**config.mk**
```make
export PLATFORM = sky130hd
export DESIGN_NAME = bus_select_encoder
export DESIGN_NICKNAME = d
export VERILOG_FILES = /design/src/rtl/bus_pkg.sv /design/src/rtl/prio_enc24.sv /design/src/rtl/bus_select_encoder.sv
export SDC_FILE = /design/constraint.sdc
export NUM_CORES = 1
export LEC_CHECK = 0
export CORE_ASPECT_RATIO = 0.6
export CORE_MARGIN = 8
export CORE_UTILIZATION = 35
export DETAILED_ROUTE_END_ITERATION = 8
export MAX_ROUTING_LAYER = met4
export PLACE_DENSITY_LB_ADDON = 0.15
export SLEW_MARGIN = 20
export SYNTH_ARGS = -nofsm -noshare
export SYNTH_HDL_FRONTEND = slang
export SYNTH_HIERARCHICAL = 1
export SYNTH_SLANG_ARGS = --single-unit
```
**constraint.sdc**
```tcl
create_clock -name clock -period 2.6 [get_ports clock]
set_input_delay 0.26 -clock clock [delete_from_list [all_inputs] [get_ports clock]]
set_output_delay 0.26 -clock clock [all_outputs]
set_load 0.03 [all_outputs]
```
**src/rtl/bus_pkg.sv**
```systemverilog
// Shared bus source map and encoder FSM state type; the bus multiplexer decodes
// the same constants that the encoder produces.
package bus_pkg;

  localparam int NSRC = 24;

  localparam logic [4:0] SRC_R0     = 5'd0;
  localparam logic [4:0] SRC_R1     = 5'd1;
  localparam logic [4:0] SRC_R2     = 5'd2;
  localparam logic [4:0] SRC_R3     = 5'd3;
  localparam logic [4:0] SRC_R4     = 5'd4;
  localparam logic [4:0] SRC_R5     = 5'd5;
  localparam logic [4:0] SRC_R6     = 5'd6;
  localparam logic [4:0] SRC_R7     = 5'd7;
  localparam logic [4:0] SRC_R8     = 5'd8;
  localparam logic [4:0] SRC_R9     = 5'd9;
  localparam logic [4:0] SRC_R10    = 5'd10;
  localparam logic [4:0] SRC_R11    = 5'd11;
  localparam logic [4:0] SRC_R12    = 5'd12;
  localparam logic [4:0] SRC_R13    = 5'd13;
  localparam logic [4:0] SRC_R14    = 5'd14;
  localparam logic [4:0] SRC_R15    = 5'd15;
  localparam logic [4:0] SRC_HI     = 5'd16;
  localparam logic [4:0] SRC_LO     = 5'd17;
  localparam logic [4:0] SRC_ZHI    = 5'd18;
  localparam logic [4:0] SRC_ZLO    = 5'd19;
  localparam logic [4:0] SRC_PC     = 5'd20;
  localparam logic [4:0] SRC_MDR    = 5'd21;
  localparam logic [4:0] SRC_INPORT = 5'd22;
  localparam logic [4:0] SRC_CSIGN  = 5'd23;
  localparam logic [4:0] SEL_IDLE   = 5'd31;

  typedef enum logic {
    IDLE  = 1'b0,
    DRIVE = 1'b1
  } bus_enc_state_t;

endpackage

```
**src/rtl/prio_enc24.sv**
```systemverilog
// Combinational lowest-index priority encoder over the drive strobes, with
// "any bit set" and "two or more bits set" flags.
module prio_enc24 #(
  parameter int N = 24
) (
  input  logic [N-1:0] src,
  output logic [4:0]   code,
  output logic         any,
  output logic         multi
);

  always_comb begin
    code  = '0;
    any   = 1'b0;
    multi = 1'b0;
    // Ascending scan: the first hit sets the code, any later hit marks a conflict.
    for (int i = 0; i < N; i++) begin
      if (src[i]) begin
        if (any) begin
          multi = 1'b1;
        end else begin
          code = 5'(i);
        end
        any = 1'b1;
      end
    end
  end

endmodule

```
**src/rtl/bus_select_encoder.sv**
```systemverilog
// Registered one-hot to source-select encoder for the internal bus, with stall
// hold and conflict detection. Define BUS_ENC_CONFLICT_CNT_EN to build the conflict counter.
module bus_select_encoder #(
  parameter int NSRC  = bus_pkg::NSRC,
  parameter int CNT_W = 8
) (
  input  logic             clock,
  input  logic             clear_n,
  input  logic             req_valid,
  input  logic [NSRC-1:0]  req_src,
  output logic             req_ready,
  input  logic             bus_stall,
  output logic [4:0]       bus_sel,
  output logic             bus_drive,
  output logic             conflict,
  output logic             empty_req,
  output logic [CNT_W-1:0] conflict_cnt
);
  import bus_pkg::*;

  bus_enc_state_t stateReg;
  bus_enc_state_t stateNext;
  logic [4:0]     selReg;
  logic [4:0]     selNext;
  logic           conflictReg;
  logic           emptyReg;
  logic [4:0]     encCode;
  logic           encAny;
  logic           encMulti;
  logic           accept;

  prio_enc24 #(
    .N(NSRC)
  ) u_prioEnc (
    .src  (req_src),
    .code (encCode),
    .any  (encAny),
    .multi(encMulti)
  );

  // Ready is forced low during reset so nothing is accepted on a clearing edge.
  assign req_ready = clear_n & ((stateReg == IDLE) | ~bus_stall);
  assign accept    = req_valid & req_ready;

  always_comb begin
    stateNext = stateReg;
    selNext   = selReg;
    case (stateReg)
      IDLE: begin
        selNext = SEL_IDLE;
        if (accept && encAny) begin
          stateNext = DRIVE;
          selNext   = encCode;
        end
      end
      DRIVE: begin
        if (!bus_stall) begin
          if (accept && encAny) begin
            stateNext = DRIVE;
            selNext   = encCode;
          end else begin
            stateNext = IDLE;
            selNext   = SEL_IDLE;
          end
        end
      end
      default: begin
        stateNext = IDLE;
        selNext   = SEL_IDLE;
      end
    endcase
  end

  always_ff @(posedge clock) begin
    if (!clear_n) begin
      stateReg    <= IDLE;
      selReg      <= SEL_IDLE;
      conflictReg <= 1'b0;
      emptyReg    <= 1'b0;
    end else begin
      stateReg    <= stateNext;
      selReg      <= selNext;
      conflictReg <= accept & encMulti;
      emptyReg    <= accept & ~encAny;
    end
  end

  assign bus_sel   = selReg;
  assign bus_drive = (stateReg == DRIVE);
  assign conflict  = conflictReg;
  assign empty_req = emptyReg;

`ifdef BUS_ENC_CONFLICT_CNT_EN
  logic [CNT_W-1:0] cntReg;

  always_ff @(posedge clock) begin
    if (!clear_n) begin
      cntReg <= '0;
    end else if (accept && encMulti && (cntReg != {CNT_W{1'b1}})) begin
      cntReg <= cntReg + {{(CNT_W-1){1'b0}}, 1'b1};
    end
  end

  assign conflict_cnt = cntReg;
`else
  assign conflict_cnt = '0;
`endif

endmodule

```
[Word-level counts from Yosys, hierarchy flattened]
Index checks and enable logic that the tools add are counted.
Storage, ports and cells
  input port bits: 28
  output and inout port bits: 17
  register bits: 8
  logic and storage cells: 136
Operators by class
  reduce and logical (&&, ||, !) cells: 1
  mux-type cells: 122
  eq/ne operators: 1
  bitwise gates (word level): 8
Operator list (number)
  5-bit two-way mux: 47
  1-bit two-way mux: 73
  5-bit case mux with 2 select lines: 1
  1-bit AND: 4
  1-bit inverter: 3
  2-bit != test, second input constant: 1
  1-bit case mux with 2 select lines: 1
  1-bit logical AND: 1
  1-bit bitwise OR: 1

[Longest topological paths before layout]
  word-level depth: 50
  mapped depth: 7
  depth with buffers taken out: 7

[Cells and area by module]
The synthesis kept the hierarchy.
Modules (own cells, without submodules)
  prio_enc24: sequential area each 0.0 um^2, times used 1, area each 646.9 um^2, cells an instance 102
  bus_select_encoder: sequential area each 160.2 um^2, times used 1, area each 395.4 um^2, cells an instance 41

[Worst setup path before layout]
OpenSTA, ideal clock, no wires.
  path type: input-to-reg
  start: in req_src[1]
  end: reg stateReg (netlist: bus_drive)
  cell stages on the path: 6
  buffers on the path: 0
  slack: 654 ps
  arrival time: 1833 ps
  data required time: 2487 ps
  setup time: 113 ps
  cell sequence: nor4_4 -> nand4_4 -> nor4_2 -> nand2_1 -> a22o_4 -> and2_4
Between the ends
  cells in the longest elaborated chain, start to end: 27
Ends and longest elaborated chain
  from (decl): RTL line bus_select_encoder.sv:10  | input logic [NSRC-1:0] req_src,
  1-bit two-way mux * (23 in a row): RTL line prio_enc24.sv:18  | if (src[i]) begin
  net encAny: RTL line bus_select_encoder.sv:28  | logic encAny;
  1-bit logical AND *: RTL line bus_select_encoder.sv:51, bus_select_encoder.sv:58
  1-bit two-way mux *: RTL line bus_select_encoder.sv:51, bus_select_encoder.sv:58
  1-bit two-way mux: RTL line bus_select_encoder.sv:57  | if (!bus_stall) begin
  1-bit case mux with 2 select lines *: RTL line bus_select_encoder.sv:48  | case (stateReg)
  to (signal assigned): RTL line bus_select_encoder.sv:81  | stateReg <= stateNext;
  to (decl): RTL line bus_select_encoder.sv:21  | bus_enc_state_t stateReg;
The timed path passes the listed nets; every way through them passes the cells marked *.
A chain may end at the register's enable or synchronous reset.

[Worst setup path in the final report]
  start: in req_src[1]
  end: reg selReg[1] (netlist: bus_sel[1])
Between the ends
  cells in the longest elaborated chain, start to end: 48
  elaborated cells on any way between the ends: 71
  those cells by class: mux: 70; reduce/logical: 1
Ends and longest elaborated chain
  1-bit two-way mux *: RTL line prio_enc24.sv:18
  5-bit two-way mux: RTL line prio_enc24.sv:19  | if (any) begin
  5-bit two-way mux: RTL line prio_enc24.sv:18
  5-bit two-way mux: RTL line prio_enc24.sv:19
  5-bit two-way mux: RTL line prio_enc24.sv:18
  5-bit two-way mux: RTL line prio_enc24.sv:19
  5-bit two-way mux: RTL line prio_enc24.sv:18
  5-bit two-way mux: RTL line prio_enc24.sv:19
  [33 not listed]
  5-bit two-way mux: RTL line prio_enc24.sv:19
  5-bit two-way mux: RTL line prio_enc24.sv:18
  5-bit two-way mux: RTL line prio_enc24.sv:19
  5-bit two-way mux *: RTL line prio_enc24.sv:18
  net encCode[1]: RTL line bus_select_encoder.sv:27  | logic [4:0] encCode;
  5-bit two-way mux *: RTL line bus_select_encoder.sv:51, bus_select_encoder.sv:58
  5-bit two-way mux: RTL line bus_select_encoder.sv:57
  5-bit case mux with 2 select lines *: RTL line bus_select_encoder.sv:48
  to (signal assigned): RTL line bus_select_encoder.sv:82  | selReg <= selNext;
  to (decl): RTL line bus_select_encoder.sv:23  | logic [4:0] selReg;
The timed path passes the listed nets; every way through them passes the cells marked *. The select of a mux whose other input is x is not followed.

==> impl_metrics.py <==
metrics = {
    "clocking": {
        "cts_sinks": 8,
        "htreeDepth": 1,
        "postCtsHoldBufs": 0,
        "clockBufferDepth": 2,
        "cts_tree": "built",
        "ctsRootBufferMaster": "clkbuf_8",
        "clk_pin_slew_ns": 0.04,
        "post-cts-setup-buffers": 0,
        "cts_resized": 0,
        "numCtsBuffers": 3,
        "insertion_delay_ns": 0.22,
    },
    "yosys": {
        "yosys_warnings": 6,
        "ys_top_cells_by_area": "dfxtp_1, nor2_1, buf_4, o2111ai_1, nor4_4",
        "synth.ff_latch_count": 8,
        "synth_top_area_frac": 0.1537,
        "ys_seq_area_frac": 0.1537,
        "synthesis.area_um2": 1042,
        "synth_edf_count": 0,
        "syn_area_per_cell_um2": 7.288,
        "synth_common_cells": "nor2_1, inv_1, buf_4, dfxtp_1, nor3_1",
        "synth_cell_types": 45,
        "synth.most_common_cell": "nor2_1",
        "synth.largest_area_cell": "dfxtp_1",
        "synthArstFlopShare": 0,
        "synth_cells": 143,
        "yosys_most_used_dff": "dfxtp_1",
    },
    "critical_path": {
        "path_cells": "clkdlybuf4s50_1 > nor4_4 > buf_4 > nand4_4 > nor4_2 > nand4_1 > a31oi_1 > inv_1 > o2111ai_1",
        "worstSetupPathType": "primary input to flip-flop",
        "r2r_start": "bus_drive$_SDFF_PN0_",
        "endpoint_kind": "flip-flop",
        "critical_path_required_ns": 2.74,
        "cpPeakStageDelay_ns": 0.51,
        "path_buf_inv": 3,
        "worst-path-stages": 9,
        "r2r_slack_ns": 1.58,
        "cp-startpoint": "req_src[1]",
        "crit_family": "simple AND/OR/NAND/NOR gates",
        "start_kind": "primary input",
        "timing.rr.end": "bus_sel[1]$_SDFFE_PN1N_",
        "crit_arrival_ns": 2.47,
        "slowest_stage": "clkdlybuf4s50_1",
        "worstSetupEndpoint": "bus_sel[1]$_SDFFE_PN1N_",
        "r2r_cells": 2,
        "worst-path-max-fanout": 10,
    },
    "die": {
        "die_y_um": 58.27,
        "rows": 15,
        "initial_core_util": 0.3654,
        "io_pins": 45,
        "fp.dieW_um": 86.45,
        "coreArea_um2": 2853,
        "die-area_um2": 5037,
    },
    "routing": {
        "vias": 1290,
        "drtIter0Drc": 269,
        "finalWirelength_um": 3623,
        "first_pass_iters": 4,
        "antenna_left": 0,
        "route.detailed.drc": 0,
        "via_per_inst": 5.584,
        "wire_per_inst_um": 15.68,
    },
    "final_layout": {
        "multi_input_area_um2": 773.2,
        "final_cell_count_no_fill": 231,
        "fin_nets": 219,
        "drive_gt1_frac": 0.1534,
        "seq_area_um2": 160.2,
        "n_fill_cell": 280,
        "antenna_cells": 0,
        "syn_to_final_growth_pct": 46.46,
    },
    "grt": {
        "first_global_vias": 1117,
        "antenna_found_initial": 0,
        "grt.overflow.total": 0,
        "grt_pass1_wl_um": 5478,
        "grt_max_degree": 11,
        "grt_usage": 0.1409,
    },
    "power": {
        "power_density_nw_per_um2": 318.2,
        "ir_drop_v": 0.0002973,
        "cellLeakagePower_uw": 0.0005488,
    },
    "min_path": {
        "min_path_type": "flip-flop to flip-flop",
    },
    "placement": {
        "dpl.hpwl_um": 2920,
        "place.gp.congestion": 0.9356,
        "io_buffers": 36,
        "place_inst": 228,
    },
    "timing": {
        "setup_tns_ns": 0,
        "finalClockSkew_ns": 0.001016,
        "fmax_mhz": 429.0,
        "period_share": 0.8966,
        "period_minus_slack_ns": 2.331,
        "timing.final.max_slew_violations": 0,
        "worst_slew_pin_slew_ns": 0.5000,
        "slew_headroom": 0.6636,
        "finalHoldViolCount": 0,
        "rsz0062_at_grt": "false",
        "setup_viol": 0,
    },
    "outcome": {
        "status": "finished clean",
    },
    "run": {
        "maxCapViolCount": 0,
    },
}
==> cells by family (layout without fill, tap and decap cells) <==
family                   count (synthesis)  after routing  share of synthesized area
adder cells (fa/ha/maj)                  1              1                   0.009604
AO/OA/AOI/OAI                           40             40                     0.2869
flip-flops                               8              8                     0.1537
other                                    1              8                   0.003598
AND/OR/NAND/NOR                         69             69                     0.4166
buffers and inverters                   24             63                     0.1297
==> worst register-to-register path, cell delays in order (launching register included) <==
cell       delay [ns]
dfxtp_1          0.48
and2_1           0.27
o2111ai_1        0.13
==> flip-flops by register name, indices dropped and copies added, names as in the netlist <==
name and flops:
empty_req 1, conflict 1, bus_sel 5, bus_drive 1
==> layer usage <==
metal,global-route usage,vias up,wire length [um]
met5,-,-,0
met4,0.01946,0,8
met3,0.06479,2,561
met2,0.1732,90,1397
met1,0.2003,566,1656
li1,-,632,-
==> placed cells by master (no fill, tap or decap), types with 3 or more instances in the layout <==
cell | netlist | final
o2111ai_1 | 5 | 5
nand3_1 | 6 | 6
nor4_1 | 4 | 4
a21oi_1 | 6 | 6
clkdlybuf4s50_1 | 0 | 36
buf_4 | 8 | 13
and2_1 | 3 | 3
a31oi_1 | 5 | 5
nor2_1 | 18 | 18
a22oi_1 | 3 | 3
or2_2 | 3 | 3
o21ai_0 | 3 | 3
o31ai_1 | 3 | 3
conb_1 | 1 | 8
or3_1 | 3 | 3
dfxtp_1 | 8 | 8
nand2_1 | 7 | 7
clkbuf_8 | 0 | 3
nor3_1 | 8 | 8
inv_1 | 11 | 11
nor4_2 | 3 | 3
==> area by class of cell <==
type / instances / area share
multi-input cells: 118 / 0.5066
repair buffers: 49 / 0.3000
flip-flops and latches: 8 / 0.1049
well taps: 42 / 0.03443
clock buffers: 3 / 0.02705
inverters: 11 / 0.02705
==> where the power goes <==
| part | leakage, uW | switching [uW] | internal (uW) |
|---|---|---|---|
| clock | 0.0000216 | 44.2 | 99.9 |
| sequential | 0.0000664 | 5.45 | 131 |
| combinational | 0.000461 | 115 | 90.5 |
==> through the flow <==
step                      total power (uW)  utilization  instance area (um^2)  hold WS, ns  worst slack (ns)
after floorplan                      240.9            -                  1069       0.3408            0.6545
after global placement               338.3       0.5206                  1485       0.4938            0.1011
after detailed placement             338.9       0.5206                  1485       0.4988           0.08275
after CTS                            486.7       0.5351                  1526       0.5079            0.2960
after global routing                 515.1       0.5351                  1526       0.5365            0.1519
final                                485.7       0.5351                  1526       0.5034            0.2688
==> worst min path at each step <==
| stage | start | to | slack (ns) | depth (start not counted) |
|---|---|---|---|---|
| after floorplan | clear_n | bus_sel[0]$_SDFFE_PN1N_ | 0.34 | 1 |
| after global placement | bus_sel[4]$_SDFFE_PN1N_ | bus_sel[4]$_SDFFE_PN1N_ | 0.49 | 2 |
| after detailed placement | bus_sel[0]$_SDFFE_PN1N_ | bus_sel[0]$_SDFFE_PN1N_ | 0.50 | 2 |
| after CTS | bus_sel[0]$_SDFFE_PN1N_ | bus_sel[0]$_SDFFE_PN1N_ | 0.51 | 2 |
| after global routing | bus_sel[0]$_SDFFE_PN1N_ | bus_sel[0]$_SDFFE_PN1N_ | 0.54 | 2 |
| final | bus_sel[0]$_SDFFE_PN1N_ | bus_sel[0]$_SDFFE_PN1N_ | 0.50 | 2 |
(Power assumes the default switching activity.)
